==> config.mk <==
export PLATFORM = sky130hd
export DESIGN_NAME = write_back_pipe
export DESIGN_NICKNAME = d
export VERILOG_FILES = /design/src/rtl/write_back_pipe.sv
export SDC_FILE = /design/constraint.sdc
export NUM_CORES = 1
export LEC_CHECK = 0
export CAP_MARGIN = 20
export CORE_MARGIN = 2
export CORE_UTILIZATION = 43
export DETAILED_ROUTE_END_ITERATION = 10
export PLACE_DENSITY = 0.89
export SLEW_MARGIN = 20
export SYNTH_ARGS = -nofsm -noshare
export SYNTH_HDL_FRONTEND = slang
export SYNTH_SLANG_ARGS = --single-unit
==> constraint.sdc <==
create_clock -name clk -period 4.4 [get_ports clk]
set_input_delay 1.32 -clock clk [delete_from_list [all_inputs] [get_ports clk]]
set_output_delay 1.32 -clock clk [all_outputs]
set_load 0.02 [all_outputs]
==> src/rtl/write_back_pipe.sv <==
`default_nettype none
// +--------------------------------------------------------------------------+
// | write_back_pipe : MEM->WB pipeline register with write-back data select, |
// | load lane extraction (macro WB_LOAD_EXT_EN) and a retired-write counter. |
// | Revision: 1.0                                                            |
// +--------------------------------------------------------------------------+
module write_back_pipe #(
  parameter int DATA_W = 32,
  parameter int REG_AW = 5
) (
  input  logic              clk,
  input  logic              rst,
  input  logic              valid_in,
  input  logic              stall,
  input  logic              flush,
  input  logic [DATA_W-1:0] alu_res,
  input  logic [DATA_W-1:0] mem_data,
  input  logic [DATA_W-1:0] pc_plus4,
  input  logic [REG_AW-1:0] rd,
  input  logic [REG_AW-1:0] rt,
  input  logic [1:0]        wb_sel,
  input  logic [1:0]        dst_sel,
  input  logic              reg_write,
  input  logic [1:0]        ld_size,
  input  logic              ld_unsigned,
  input  logic [1:0]        byte_off,
  output logic [DATA_W-1:0] wb_data,
  output logic [REG_AW-1:0] wb_addr,
  output logic              wb_en,
  output logic [31:0]       retired
);

  logic [DATA_W-1:0] load_data;
  logic [DATA_W-1:0] sel_data;
  logic [REG_AW-1:0] sel_addr;

  logic [DATA_W-1:0] wb_data_d, wb_data_q;
  logic [REG_AW-1:0] wb_addr_d, wb_addr_q;
  logic              wb_en_d,   wb_en_q;
  logic [31:0]       retired_d, retired_q;

`ifdef WB_LOAD_EXT_EN
  logic [15:0] half_lane;
  logic [7:0]  byte_lane;

  // Lanes always come from the low 32 bits, even for wider datapaths.
  always_comb begin
    half_lane = byte_off[1] ? mem_data[31:16] : mem_data[15:0];
    byte_lane = mem_data[{byte_off, 3'b000} +: 8];
    case (ld_size)
      2'b01:   load_data = {{(DATA_W-16){half_lane[15] & ~ld_unsigned}}, half_lane};
      2'b10:   load_data = {{(DATA_W-8){byte_lane[7] & ~ld_unsigned}}, byte_lane};
      default: load_data = mem_data;
    endcase
  end
`else
  logic unused_load_ctrl;

  assign unused_load_ctrl = ^{ld_size, ld_unsigned, byte_off};
  assign load_data        = mem_data;
`endif

  always_comb begin
    case (wb_sel)
      2'b01:   sel_data = load_data;
      2'b10:   sel_data = pc_plus4;
      default: sel_data = alu_res;
    endcase
    case (dst_sel)
      2'b01:   sel_addr = rt;
      2'b10:   sel_addr = '1;
      default: sel_addr = rd;
    endcase
  end

  always_comb begin
    wb_data_d = wb_data_q;
    wb_addr_d = wb_addr_q;
    wb_en_d   = wb_en_q;
    retired_d = retired_q;
    if (flush) begin
      wb_data_d = '0;
      wb_addr_d = '0;
      wb_en_d   = 1'b0;
    end else if (!stall) begin
      wb_data_d = sel_data;
      wb_addr_d = sel_addr;
      wb_en_d   = valid_in & reg_write & (sel_addr != '0);
      if (wb_en_d) begin
        retired_d = retired_q + 32'd1;
      end
    end
  end

  always_ff @(posedge clk or posedge rst) begin
    if (rst) begin
      wb_data_q <= '0;
      wb_addr_q <= '0;
      wb_en_q   <= 1'b0;
      retired_q <= '0;
    end else begin
      wb_data_q <= wb_data_d;
      wb_addr_q <= wb_addr_d;
      wb_en_q   <= wb_en_d;
      retired_q <= retired_d;
    end
  end

  assign wb_data = wb_data_q;
  assign wb_addr = wb_addr_q;
  assign wb_en   = wb_en_q;
  assign retired = retired_q;

endmodule
`default_nettype wire

==> results.md, run 1 <==
- Status: finished, final reports clean
- Drt drc: 0
- # fillers: about 660
- Maximum clock frequency: roughly 280 MHz
- Delay-heaviest family, CP: buffers and inverters
- CTS hold repair buffers: 0
- TNS Setup: 0 ps
- Wire per inst: approximately 17 um
- DR vias/cell: between 5 and 6
- Crit share post-route: 80.24%
- Final setup violation count: 0
- Final HPWL DP: 8373 um
- GP Congestion: 0.8446
- Slew headroom: ~50%
- Distinct cells, synth: 34
- Port Buffer Count: ~190
- Layout cells sized above 1: 6.014%
- Vias in the first global route: 3911
- Maxcap violations: 0
- Critical path launch point type: primary input
- Root Driver: clkbuf_8
- Drt pass-1 iters: 5
- Post-synth top area share: 46.76%
- Worst path cell trace: clkdlybuf4s50_1, inv_1, ha_1, a211oi_1, o22ai_1, o41ai_4, buf_4, mux2_2
- Post-synth EDFFs: 0
- Int Pwr: 1.220 mW
- Area leader, netlist: dfrtp_1
- Critical path's slowest cell: clkdlybuf4s50_1
- Power per Cell Area: between 200 and 300 nW/um^2
- Worst slew pin tran: 728.8 ps
- Data arrival, critical path: about 3800 ps
- Syn Area/Cell: just over 9 um^2
- Largest cells by area after synthesis: dfrtp_1 47%, a221oi_1 7.5%, nor3_1 6.1%, nor2b_1 6.0%, xor2_1 5.8%
- Die width: roughly 100 um
- Worst Setup End Kind: flip-flop
- Initial antenna violation count: 0
- CTS resizes: 0
- Nets: about 700
- Worst-skew pair later-pin latency: 330 ps
- H-tree levels: 3
- Total CTS buffers: 9
- Final Hold Vio Count: 0
- Core footprint: between 8000 and 9000 um^2
- Register bit total from synthesis: 70
- Starting Density: 43.59%
- Sequential Power Share: 42.5%
- Most common cell in the netlist: dfrtp_1
- Area growth syn-to-layout: 56.31%
- Max IR drop VDD: 0.3317 mV
- Post-Syn Nets: 533
- Switching portion of total power: a little under a third
- Static Leakage: roughly 2.5 nW
- CTS tree: done
- Post-DRT Antenna Nets: 0
- Vias: between 3000 and 4000
- Max incr delay on CP: a little under 500 ps
- Largest net degree at the start of global routing: 73
- Worst EP required: between 4000 and 5000 ps
- GRT Residual Overflow: 0
- Bufs on Longest Clock Path: 2
- Die Ht: between 90 and 100 um
- Total GRT Usage: 24.28%
- Number of cell rows: 34
- RSZ-0062 raised after global routing: no
- Gate power share: 27.9%
- Ant. Diodes: 0
- Synth Cell Area: between 3000 and 4000 um^2
- First-pass GRT wire length: 18820 um
- Synth Flop Type: dfrtp_1
- Final core utilization: 68.14%
- Clock power share: slightly below 30%
- Sequential share of the synthesized area: 46.76%
- Crit-path max FO: 33
- Post-CTS Setup Bufs: 0
- Clock Sinks: 70
- Syn Inst Count: between 400 and 500
- Clk slew on worst S/H paths: around 80 ps
- Final wirelength: ~11000 um
- Asr flop ratio synth: 100.0%
- Fin crit period: 3531 ps
- Hold crit path type: reg -> reg
- Max Clock Skew: around 8.5 ps
- Buf/Inv on CP: 3
- I/O pins: around 190
- Number of synthesis warnings: 0
- Top post-synthesis cells by count: 70 x dfrtp_1, 47 x nor2_1, 46 x nor3_1
- Crit path kind: in -> reg
- Die ar.: 9474 um^2
- Max Slew Vio Count: 0
- Sw Pwr: approximately 0.52 mW
- DRT iter0 DRCs: 142
==> state kept, by name (all words and copies together), names as in the netlist <==
name,flops
wb_addr,5
wb_en,1
wb_data,32
retired,32
==> kinds of logic (layout without fill, tap and decap cells) <==
group,Yosys count,in the layout,share of synthesized area (%)
multiplexers,4,4,1.102
adder cells (fa/ha/maj),5,5,1.670
XOR/XNOR,31,31,7.248
AO/OA/AOI/OAI,75,75,13.69
buffers and inverters,42,217,4.442
AND/OR/NAND/NOR,180,180,25.08
flip-flops,70,70,46.76
==> final timing paths <==
path	from	endpoint	slack, ps	cells past startpoint
hold reg to reg	retired[31]$_DFFE_PP0P_	retired[31]$_DFFE_PP0P_	480	1
max in group asynchronous	rst	retired[13]$_DFFE_PP0P_	2040	3
hold / removal	retired[31]$_DFFE_PP0P_	retired[31]$_DFFE_PP0P_	480	1
setup reg to reg	retired[3]$_DFFE_PP0P_	retired[25]$_DFFE_PP0P_	2040	5
setup / recovery	dst_sel[0]	retired[1]$_DFFE_PP0P_	870	8
min in group asynchronous	rst	wb_data[18]$_DFFE_PP0P_	1410	2
==> placed cells by master (no fill, tap or decap), drive strengths merged <==
cell | synthesis | routed
clkdlybuf4s50 | 0 | 184
dfrtp | 70 | 70
nor2 | 47 | 47
nor3 | 46 | 46
a21oi | 37 | 37
nor2b | 36 | 36
a221oi | 32 | 32
xor2 | 25 | 25
nand2 | 17 | 17
nand3 | 12 | 12
inv | 11 | 11
nor4 | 11 | 11
clkbuf | 27 | 10
xnor2 | 6 | 6
buf | 4 | 6
ha | 5 | 5
clkinv | 0 | 4
or3 | 3 | 3
mux2i | 3 | 3
o21ai | 2 | 2
a211oi | 2 | 2
nand4 | 2 | 2
o22ai | 1 | 1
o41ai | 1 | 1
or2 | 1 | 1
and4 | 1 | 1
and2 | 1 | 1
and3 | 1 | 1
or4 | 1 | 1
nor4b | 1 | 1
mux2 | 1 | 1
bufinv | 0 | 1
clkinvlp | 0 | 1
==> per-stage QoR <==
step | std cells | total power, mW | area, um^2 | setup WS (ps) | hold WS, ps
CTS | 690 | 1.757 | 5851 | 908.1 | 486.9
global placement | 674 | 1.221 | 5652 | 608.6 | 463.1
detailed placement | 674 | 1.237 | 5652 | 545.3 | 471.9
finish | 690 | 1.744 | 5856 | 869.3 | 482.4
floorplan | 407 | 0.9811 | 3746 | 965.3 | 577.7
global route | 690 | 1.834 | 5856 | 748.4 | 493.5
==> layer usage <==
metal / track usage, % / share of wire (%) / up-vias
li1: - / - / 1784
met4: 10.79 / 3.3 / 0
met3: 6.331 / 7.2 / 34
met2: 42.25 / 50 / 166
met5: 0 / 0 / -
met1: 28.18 / 40 / 1790
==> layout make-up <==
type | count | area (um^2) | area share (%)
clock buffers | 10 | 137.6 | 2.350
clock inverters | 6 | 61.31 | 1.047
inverters | 11 | 41.29 | 0.7051
multi-input cells | 295 | 1844 | 31.50
flip-flops and latches | 70 | 1752 | 29.91
well taps | 108 | 135.1 | 2.308
repair buffers | 190 | 1884 | 32.18
==> power by group through the flow <==
| stage | logic, mW | clock network (mW) | registers, mW |
|---|---|---|---|
| after floorplan | 0.175 | 0 | 0.806 |
| after global placement | 0.472 | 0 | 0.749 |
| after detailed placement | 0.485 | 0 | 0.752 |
| after CTS | 0.489 | 0.528 | 0.741 |
| after global routing | 0.527 | 0.557 | 0.749 |
| final | 0.486 | 0.517 | 0.740 |
Note: power is estimated with default switching activity, not from simulation.
==> run 2, diff against run 1 <==
--- a/config.mk
+++ b/config.mk
@@ -7,9 +7,9 @@
 export LEC_CHECK = 0
 export CAP_MARGIN = 20
 export CORE_MARGIN = 2
-export CORE_UTILIZATION = 43
+export CORE_UTILIZATION = 36
 export DETAILED_ROUTE_END_ITERATION = 10
-export PLACE_DENSITY = 0.89
+export PLACE_DENSITY = 0.79
 export SLEW_MARGIN = 20
 export SYNTH_ARGS = -nofsm -noshare
 export SYNTH_HDL_FRONTEND = slang
==> constraint.sdc (replaced) <==
create_clock -name clk -period 3.05 [get_ports clk]
set_input_delay 0.915 -clock clk [delete_from_list [all_inputs] [get_ports clk]]
set_output_delay 0.915 -clock clk [all_outputs]
set_load 0.02 [all_outputs]
==> run 2 against run 1 <==
  * Die area increased by 19%
  * Utilization shrank 9.2 points
  * Highest routed layer unchanged
  * Total power up 41%
  * Final cell count is 6.1% higher
  * Sequential power up 45%
==> results.md, run 2 (synthesized netlist as in run 1, its figures left out) <==
- Status: finished, final reports clean (unchanged)
- Post-DRT Antenna Nets: 0 (unchanged)
- Nets: 717 (was 703)
- Clock Sinks: 70 (unchanged)
- Power per Cell Area: 408.9 nW/um^2 (was 297.8 nW/um^2)
- Die ar.: 11240 um^2 (was 9474 um^2)
- Hold crit path type: reg -> reg (unchanged)
- Worst Setup End Kind: flip-flop (unchanged)
- Drt drc: 0 (unchanged)
- Worst EP required: 3280 ps (was 4620 ps)
- CTS hold repair buffers: 0 (unchanged)
- Root Driver: clkbuf_8 (unchanged)
- Critical path launch point type: primary input (unchanged)
- Final HPWL DP: 8371 um (was 8373 um)
- CTS resizes: 0 (unchanged)
- # fillers: 894 (was 655)
- Ant. Diodes: 0 (unchanged)
- Final core utilization: 58.90% (was 68.14%)
- Starting Density: 36.61% (was 43.59%)
- Static Leakage: 2.555 nW (was 2.469 nW)
- Worst-skew pair later-pin latency: 340 ps (was 330 ps)
- Crit path kind: in -> reg (unchanged)
- H-tree levels: 3 (unchanged)
- Crit-path max FO: 32 (was 33)
- Core footprint: 10230 um^2 (was 8593 um^2)
- Inst Count DP: 716 (was 674)
- Initial antenna violation count: 0 (unchanged)
- Total CTS buffers: 9 (unchanged)
- Worst slew pin tran: 707.0 ps (was 728.8 ps)
- TNS Setup: 0 ps (unchanged)
- Die Ht: 106.0 um (was 97.34 um)
- Data arrival, critical path: 3220 ps (was 3750 ps)
- Max IR drop VDD: 0.3349 mV (was 0.3317 mV)
- Largest net degree at the start of global routing: 73 (unchanged)
- Bufs on Longest Clock Path: 2 (unchanged)
- Final Hold Vio Count: 0 (unchanged)
- Max Clock Skew: 13.38 ps (was 8.545 ps)
- Crit share post-route: about 98%
- Placed Instance Area: 5842 um^2 (was 5652 um^2)
- Wire per inst: 15.44 um (was 16.52 um)
- Maxcap violations: 0 (unchanged)
- Port Buffer Count: 185 (unchanged)
- Drt pass-1 iters: 4 (was 5)
- GP Congestion: 0.8139 (was 0.8446)
- R2R Setup Slk: 710 ps (was 2040 ps)
- Number of cell rows: 37 (was 34)
- Most frequent cells in the layout: 184 x clkdlybuf4s50_1, 70 x dfrtp_1, 47 x nor2_1 (unchanged)
- Total GRT Usage: 19.81% (was 24.28%)
- CTS tree: done (unchanged)
- Area growth syn-to-layout: 60.86% (was 56.31%)
- Post-CTS Setup Bufs: 0 (unchanged)
- Fin crit period: between 2000 and 3000 ps
- Commonest non-fill, non-tap cell in the layout: clkdlybuf4s50_1 (unchanged)
- GRT Residual Overflow: 0 (unchanged)
- Vias in the first global route: 3717 (was 3911)
- DR vias/cell: 5.173 (was 5.470)
- Max Slew Vio Count: 0 (unchanged)
- Final wirelength: 11300 um (was 11400 um)
- Final total power: 2.464 mW (was 1.744 mW)
- Layout cells sized above 1: 8.221% (was 6.014%)
- Maximum clock frequency: between 300 and 400 MHz
- First-pass GRT wire length: 17930 um (was 18820 um)
- Slew headroom: 52.87% (was 51.41%)
- Clk slew on worst S/H paths: 90 ps (was 80 ps)
- I/O pins: 191 (unchanged)
- Vias: 3787 (was 3774)
- Die width: 106.0 um (was 97.34 um)
- Layout Cell Area excl Fill: 6026 um^2 (was 5856 um^2)
- Non-Filler Instances: 732 (was 690)
- Final setup violation count: 0 (unchanged)
- DRT iter0 DRCs: 189 (was 142)
[run 2: cell types whose count changed in the layout (fill, tap and decap cells not counted), moves of 2 or more]
cell	change
a211oi_1	-2
a211oi_2	+2
buf_12	+4
buf_4	+10
clkinv_4	+2
ha_1	+2
ha_2	-2
[run 2: routing by layer]
layer,track usage (%),wire length [um]
met1,23.59,4688
met2,34.33,5629
met3,5.028,642
met4,7.707,340
met5,0,0
[run 2: area by class of cell]
cell class,instances,area (um^2),area share (%)
repair buffers,204,2039,33.85
clock inverters,7,50.05,0.8306
inverters,11,41.29,0.6852
well taps,136,170.2,2.824
multi-input cells,295,1849,30.69
clock buffers,9,123.9,2.056
flip-flops and latches,70,1752,29.07
[run 2: stage by stage]
step | setup WS (ps) | hold WS (ps)
after CTS | 23.01 | 490.2
after global placement | -227.1 | 474.7
after detailed placement | -346.8 | 474.9
after floorplan | 20.27 | 577.7
after global routing | -4.752 | 509.0
final | 59.60 | 493.7
[run 2: path summary, 6_finish.rpt]
kind | startpoint | to | depth (start not counted)
worst max-delay path | dst_sel[0] | retired[1]$_DFFE_PP0P_ | 9
worst min-delay path | retired[18]$_DFFE_PP0P_ | retired[18]$_DFFE_PP0P_ | 1
worst max register to register | retired[0]$_DFFE_PP0P_ | retired[28]$_DFFE_PP0P_ | 6
worst min register to register | retired[18]$_DFFE_PP0P_ | retired[18]$_DFFE_PP0P_ | 1
max in group asynchronous | rst | wb_data[7]$_DFFE_PP0P_ | 3
min in group asynchronous | rst | retired[4]$_DFFE_PP0P_ | 2
[run 2: power breakdown]
group          internal (mW)  leakage (nW)  total (mW)  switching [mW]
logic                  0.391          1.54       0.725           0.334
registers              0.997         0.920        1.07          0.0689
clock network          0.298        0.0933       0.673           0.375
total                   1.69          2.55        2.46           0.778
[run 2: critical path, stage by stage]
cell	delay [ps]
clkdlybuf4s50_1	480
inv_1	50
ha_1	430
nor2b_1	190
a21oi_1	60
buf_4	150
o41ai_4	360
buf_12	230
mux2_2	340
==> run 3, diff against run 2 <==
--- a/config.mk
+++ b/config.mk
@@ -6,6 +6,7 @@
 export NUM_CORES = 1
 export LEC_CHECK = 0
 export CAP_MARGIN = 20
+export CORE_ASPECT_RATIO = 0.9
 export CORE_MARGIN = 2
 export CORE_UTILIZATION = 36
 export DETAILED_ROUTE_END_ITERATION = 10
==> run 3 against run 2 <==
  * Count of clock-buffer cells in the layout unchanged
  * Via count decreased by 0.63%
  * Sequential power about the same
  * Total power increased by 20%
  * Register-to-register slack worse by 70 ps
  * Maximum frequency grew 1.0%
  * Combinational power increased by 2%
  * Sequential share of layout area down 0.91 points
  * Critical endpoint unchanged
  * Largest power group is now the clock network
  * Highest routed layer unchanged
==> results.md, run 3 (synthesized netlist as in run 1, its figures left out) <==
- Bufs on Longest Clock Path: 2 (unchanged)
- H-tree levels: 3 (unchanged)
- Starting Density: 36.71% (was 36.61%)
- Vias in the first global route: 3717 (unchanged)
- I/O pins: 191 (unchanged)
- DRT iter0 DRCs: 149 (was 189)
- Final HPWL DP: 8271 um (was 8371 um)
- Placed Instance Area: 5866 um^2 (was 5842 um^2)
- Total CTS buffers: 9 (unchanged)
- Vias: 3763 (was 3787)
- Final setup violation count: 0 (unchanged)
- Root Driver: clkbuf_16 (was clkbuf_8)
- HP Start: retired[31]$_DFFE_PP0P_ (was retired[18]$_DFFE_PP0P_)
- Final Hold Vio Count: 0 (unchanged)
- Maxcap violations: 0 (unchanged)
- Max Slew Vio Count: 0 (unchanged)
- Max incr delay on CP: 480 ps (about the same)
- Ant. Diodes: 0 (unchanged)
- Critical path launch point type: primary input (unchanged)
- First-pass GRT wire length: 18410 um (was 17930 um)
- Max IR drop VDD: 0.3381 mV (was 0.3349 mV)
- Clock power share: 38.6% (was 27.3%)
- Initial antenna violation count: 0 (unchanged)
- Commonest non-fill, non-tap cell in the layout: clkdlybuf4s50_1 (unchanged)
- RSZ-0062 raised after global routing: no
- Largest net degree at the start of global routing: 73 (unchanged)
- Max Clock Skew: 11.27 ps (was 13.38 ps)
- Area growth syn-to-layout: 66.07% (was 60.86%)
- Int Pwr: 2.122 mW (was 1.686 mW)
- Core footprint: 10200 um^2 (was 10230 um^2)
- Nets: 718 (was 717)
- Crit share post-route: 97.08% (was 98.05%)
- Wire per inst: 15.67 um (was 15.44 um)
- Worst-skew pair later-pin latency: 330 ps (was 340 ps)
- Worst Setup End Kind: flip-flop (unchanged)
- Die ar.: 11240 um^2 (about the same)
- Switching portion of total power: 27.97% (was 31.57%)
- GP Congestion: 0.8125 (was 0.8139)
- Slew headroom: 49.28% (was 52.87%)
- Buf/Inv on CP: 4 (unchanged)
- # fillers: 868 (was 894)
- Fin crit period: 2961 ps (was 2990 ps)
- Gate power share: 25.0% (was 29.4%)
- Number of cell rows: 35 (was 37)
- Delay-heaviest family, CP: buffers and inverters (unchanged)
- Port Buffer Count: 185 (unchanged)
- Clk slew on worst S/H paths: 60 ps (was 90 ps)
- GRT Residual Overflow: 0 (unchanged)
- Worst path cell trace: clkdlybuf4s50_1, inv_1, ha_2, buf_4, nor2b_1, a21oi_2, o41ai_4, buf_12, mux2_2 (was clkdlybuf4s50_1, inv_1, ha_1, nor2b_1, a21oi_1, buf_4, o41ai_4, buf_12, mux2_2)
- Status: finished, final reports clean (unchanged)
- Crit path kind: in -> reg (unchanged)
- Crit path from: dst_sel[0] (unchanged)
- Drt pass-1 iters: 4 (unchanged)
- Layout cells sized above 1: 9.045% (was 8.221%)
- Data arrival, critical path: 3170 ps (was 3220 ps)
- Static Leakage: 2.638 nW (was 2.555 nW)
- Maximum clock frequency: 337.7 MHz (was 334.4 MHz)
- Crit-path max FO: 24 (was 32)
- DR vias/cell: 5.183 (was 5.173)
- Most frequent cells in the layout: 184 x clkdlybuf4s50_1, 70 x dfrtp_1, 47 x nor2_1 (unchanged)
- Final hold slack: 483.3 ps (was 493.7 ps)
- TNS Setup: 0 ps (unchanged)
- Register area: 1752 um^2 (unchanged)
- Clock Sinks: 70 (unchanged)
- Worst slew pin tran: 760.8 ps (was 707.0 ps)
- Sequential Power Share: 36.4% (was 43.3%)
- Power per Cell Area: 473.5 nW/um^2 (was 408.9 nW/um^2)
- Area of the multi-input gates: 1866 um^2 (was 1849 um^2)
- Post-CTS Setup Bufs: 0 (unchanged)
- Post-DRT Antenna Nets: 0 (unchanged)
- Sw Pwr: 0.8240 mW (was 0.7779 mW)
- Die width: 111.5 um (was 106.0 um)
- CTS tree: done (unchanged)
- Final wirelength: 11380 um (was 11300 um)
- Worst EP required: 3260 ps (was 3280 ps)
- Drt drc: 0 (unchanged)
- Total GRT Usage: 20.17% (was 19.81%)
- Die Ht: 100.8 um (was 106.0 um)
- Layout Cell Area excl Fill: 6221 um^2 (was 6026 um^2)
- Reg2reg start: retired[2]$_DFFE_PP0P_ (was retired[0]$_DFFE_PP0P_)
- Hold crit path type: reg -> reg (unchanged)
- Critical path's slowest cell: clkdlybuf4s50_1 (unchanged)
-- run 3: through the flow --
step | instances | setup WS, ps | power, mW | utilization (%)
after detailed placement | 710 | -300.8 | 1.822 | 57.49
after CTS | 726 | 34.99 | 2.981 | 60.71
after global placement | 710 | -213.0 | 1.803 | 57.49
final | 726 | 89.08 | 2.946 | 60.97
after floorplan | 407 | 20.27 | 1.415 | -
after global routing | 726 | 2.201 | 3.087 | 60.97
-- run 3: layout make-up --
type                    instances  share of cell area, %
repair buffers                205                  33.31
multi-input cells             295                  29.99
flip-flops and latches         70                  28.16
clock buffers                   9                  3.620
well taps                     129                  2.595
clock inverters                 7                  1.669
inverters                      11                 0.6637
-- run 3: power by group through the flow --
stage	Sequential (mW)	Combinational (mW)	Clock, mW
floorplan	1.16	0.252	0
global route	1.08	0.793	1.21
global placement	1.08	0.719	0
finish	1.07	0.736	1.14
CTS	1.07	0.736	1.17
detailed placement	1.09	0.733	0
-- run 3: what timing repair did --
item,CTS,global route
hold buffers,0,0
hold endpoints to repair,0,0
setup endpoints to repair,0,20
gates resized for setup,0,6
-- run 3: metal layers --
metal / vias to the layer above / track usage, % / part of all wire (%)
met3: 12 / 4.690 / 6.0
li1: 1822 / - / -
met5: - / 0 / 0
met2: 133 / 36.12 / 51
met1: 1796 / 23.99 / 42
met4: 0 / 7.217 / 1.5
-- run 3: path summary, 6_finish.rpt --
kind / to / slack [ps] / cells past startpoint
worst max-delay path: retired[1]$_DFFE_PP0P_ / 90 / 9
worst min-delay path: retired[31]$_DFFE_PP0P_ / 480 / 1
worst max register to register: retired[31]$_DFFE_PP0P_ / 640 / 5
worst min register to register: retired[31]$_DFFE_PP0P_ / 480 / 1
max in group asynchronous: retired[9]$_DFFE_PP0P_ / 1780 / 3
min in group asynchronous: retired[31]$_DFFE_PP0P_ / 990 / 3
==> patch 1 (settings of run 2) <==
Make the reset (`rst`) synchronous in one clocked block.
--- a/src/rtl/write_back_pipe.sv
+++ b/src/rtl/write_back_pipe.sv
@@ -92,7 +92,7 @@
     end
   end
 
-  always_ff @(posedge clk or posedge rst) begin
+  always_ff @(posedge clk) begin
     if (rst) begin
       wb_data_q <= '0;
       wb_addr_q <= '0;
Check against the original RTL: differs if rst is asserted again (counterexample within 4 cycles, from zero or initial values and one cycle with rst high); with rst held inactive, the same outputs for 10 cycles.
==> patch 1 against run 2 <==
- first-iteration DRC count fell by 28%
- final area fell by 0.89%
- count of clock-buffer cells in the layout rose by 3
- sequential cell count did not move
- total power fell by 8.0%
- via count rose by 8.7%
- largest power group unchanged
- cell count rose by 5.2%
- setup slack improved by 34 ps
- area after synthesis fell by 1.8%
- register-to-register slack improved by 220 ps
- critical endpoint is now retired[18]
- wire length rose by 5.6%
==> patch 1: results (changes against run 2) <==
met1 GRT Util=22.9% (was 23.6%); M3 GR Usage=6.74% (was 5.03%); vias in the first global route=4061 (was 3717); hpwl dp=9.21 mm (was 8.37 mm); cells on worst reg2reg path=5 (was 6); hold_ws=470 ps (was 494 ps); Clock transition at path regs=70 ps (was 90 ps); Mapped Cells=448 (was 407); WL/cell=15.5 um (was 15.4 um); combinational fraction of design power=21.8% (was 29.4%); largest net degree at the start of global routing=76 (was 73); top cells by area, synth=dfxtp_1 (38%), a21oi_1 (9.1%), a221oi_1 (7.6%) (was dfrtp_1 (47%), a221oi_1 (7.5%), nor3_1 (6.1%)); Setup WS pre-CTS=-388 ps (was -347 ps); Worst-Margin Slew=726 ps (was 707 ps); Syn Nets=574 (was 533); Synth Area in Adders=1.70% (was 1.67%); status=completed (unchanged); hold path start=wb_en (was retired[18]); R2R Setup Slk=930 ps (was 710 ps); multi-input logic area=2100 um2 (was 1850 um2); Post-Layout Cell Count=770 (was 732); Compound-Gate Fraction of Synth Area=25.3% (was 13.7%); Leak=2.01 nW (was 2.55 nW); worst r2r src=retired[13] (was retired[0]); DRT iter0 DRCs=136 (was 189); Setup Skew=5.23 ps (was 13.4 ps); number of fillers in the final layout=864 (was 894); critical path peak fanout=12 (was 32); most frequent cells after synthesis=dfxtp_1 (70), a21oi_1 (67), nor2_1 (42) (was dfrtp_1 (70), nor2_1 (47), nor3_1 (46)); first-pass GRT wire length=19.3 mm (was 17.9 mm); all-layer global routing usage=21.4% (was 19.8%); Async SR Flop Fraction=0% (was 100%)
-- patch 1: cell count changes after synthesis, moves of 14 or more --
cell,delta
a21oi_1,+30
dfrtp_1,-70
dfxtp_1,+70
o31ai_1,+14
or4_1,+14
xor2_1,-24
-- patch 1: how the worst max path moves through the flow --
stage / start / end / slack (ps) / depth (start not counted)
after floorplan: dst_sel[0] / retired[31] / 240 / 9
after global placement: dst_sel[0] / wb_en / -340 / 8
after detailed placement: dst_sel[0] / retired[18] / -390 / 10
after CTS: dst_sel[0] / retired[18] / 30 / 10
after global routing: dst_sel[1] / retired[18] / -0.5 / 10
final: dst_sel[0] / retired[18] / 90 / 11
-- patch 1: final cells by class --
class	instances	area share (%)
well taps	133	2.79
repair buffers	207	34.2
clock inverters	4	1.17
flip-flops and latches	70	23.5
multi-input cells	331	35.2
clock buffers	12	2.43
inverters	13	0.817
==> patch 2 (flow settings as in run 2) <==
Without the edit above. Set the parameter `REG_AW` to 6 (it was 5).
--- a/src/rtl/write_back_pipe.sv
+++ b/src/rtl/write_back_pipe.sv
@@ -6,7 +6,7 @@
 // +--------------------------------------------------------------------------+
 module write_back_pipe #(
   parameter int DATA_W = 32,
-  parameter int REG_AW = 5
+  parameter int REG_AW = 6
 ) (
   input  logic              clk,
   input  logic              rst,
Ports: changed (resized rd, rt and wb_addr); port bits go from 191 to 194. No check against the original RTL was run, so the function may have changed too.
==> patch 2 against run 2 <==
- sequential cell count increased by 1
- highest routed layer unchanged
- final area increased by 4.1%
- maximum frequency increased by 1.3%
- total power increased by 4.0%
- wire length decreased by 0.65%
- area after synthesis increased by 2.6%
- hold slack got worse by 6.6 ps
- setup slack improved by 39 ps
==> patch 2: results (changes against run 2) <==
status=completed (unchanged); Async SR Flop Fraction=100% (unchanged); all-layer global routing usage=19.9% (was 19.8%); fin nets=742 (was 717); most frequent cells after synthesis=dfrtp_1 (71), nor3_1 (44), nor2_1 (43) (was dfrtp_1 (70), nor2_1 (47), nor3_1 (46)); Cell variety after synth=33 (was 34); Comb power=0.000725 W (about the same); vias in the first global route=3810 (was 3717); combinational fraction of design power=28.3% (was 29.4%); worst skew pair latency=340 ps (about the same); GP Congestion=0.891 (was 0.814); Port Buffers=188 (was 185); Leak=2.59 nW (was 2.55 nW); slew margin rel.=48.4% (was 52.9%); first-pass GRT wire length=18.7 mm (was 17.9 mm); CTS buffer count=9 (unchanged); Setup WS pre-CTS=-426 ps (was -347 ps); sequential power share=41.6% (was 43.3%); cells on worst reg2reg path=6 (unchanged); DRT iter0 DRCs=152 (was 189); xor-xnor portion of the synthesized cell area=7.06% (was 7.25%); share of cells above drive strength 1=9.85% (was 8.22%); top cells by area, synth=dfrtp_1 (46%), a221oi_1 (7.3%), nor2b_1 (6.5%) (was dfrtp_1 (47%), a221oi_1 (7.5%), nor3_1 (6.1%)); Max VDD drop=0.000179 V (was 0.000335 V); dpl cell area=6020 um2 (was 5840 um2); R2R Setup Slk=570 ps (was 710 ps); CP Capture Point=retired[1] (unchanged); Syn Nets=545 (was 533); fmax=339 MHz (was 334 MHz); Power Internal=0.00180 W (was 0.00169 W); clock root buffer=clkbuf_8 (unchanged); CP arrival=3170 ps (was 3220 ps); Compound-Gate Fraction of Synth Area=14.4% (was 13.7%); Synth Area in Adders=1.63% (was 1.67%); Setup Skew=10.5 ps (was 13.4 ps); hpwl dp=8.39 mm (was 8.37 mm); largest net degree at the start of global routing=80 (was 73); register area share after synthesis=46.2% (was 46.8%); post-synthesis mux area share=0.293% (was 1.10%); detailed-route via count=3898 (was 3787); WL/cell=14.9 um (was 15.4 um); hold depth=1 (unchanged); final setup TNS=0 ps (unchanged); critical path peak fanout=12 (was 32)
## patch 2: cell types whose count changed in the layout (fill, tap and decap cells not counted), sizes merged, moves of 5 or more
cell,run 2,this run
nand4,2,15
buf,20,32
xnor2,6,17
xor2,25,14
nor4,11,4
clkinv,6,1
## patch 2: cell type report
cell class                      instances  area, um2
Sequential cell                        71       1780
Multi-Input combinational cell        305       1950
Tap cell                              136        170
Clock buffer                           10        138
Fill cell                             898       4100
Timing Repair Buffer                  218       2130
Clock inverter                          6       67.6
Inverter                                9       33.8
## patch 2: kinds of logic (layout without fill, tap and decap cells)
group	Yosys count	count (layout)
simple gates	187	187
mux	1	1
fa+ha+maj	5	5
flops	71	71
compound gates	81	81
buf+inv	41	243
xor+xnor	31	31
## patch 2: metal layers
layer	wire (um)	track usage, %	share of wire [%]
met4	131	4.58	1.2
met2	5660	34.7	50
met3	718	5.02	6.4
met5	0	0	0
met1	4720	24.8	42
## patch 2: stage by stage
stage | std cells | hold slack [ps]
5_1_grt | 755 | 514
4_1_cts | 755 | 487
6_report | 755 | 487
3_3_place_gp | 739 | 464
2_1_floorplan | 417 | 582
3_5_place_dp | 739 | 470
## patch 2: repair_timing
action / in CTS / in global routing
endpoints found under the setup margin: 3 / 7
gates resized for setup: 5 / 6
pin swaps: 0 / 0
buffers inserted: 0 / 0
endpoints found under the hold margin: 0 / 0
## patch 2: worst min path at each step
stage / startpoint / to
after floorplan: retired[31] / retired[31]
after global placement: retired[31] / retired[31]
after detailed placement: retired[31] / retired[31]
after CTS: retired[31] / retired[31]
after global routing: retired[31] / retired[31]
final: retired[31] / retired[31]
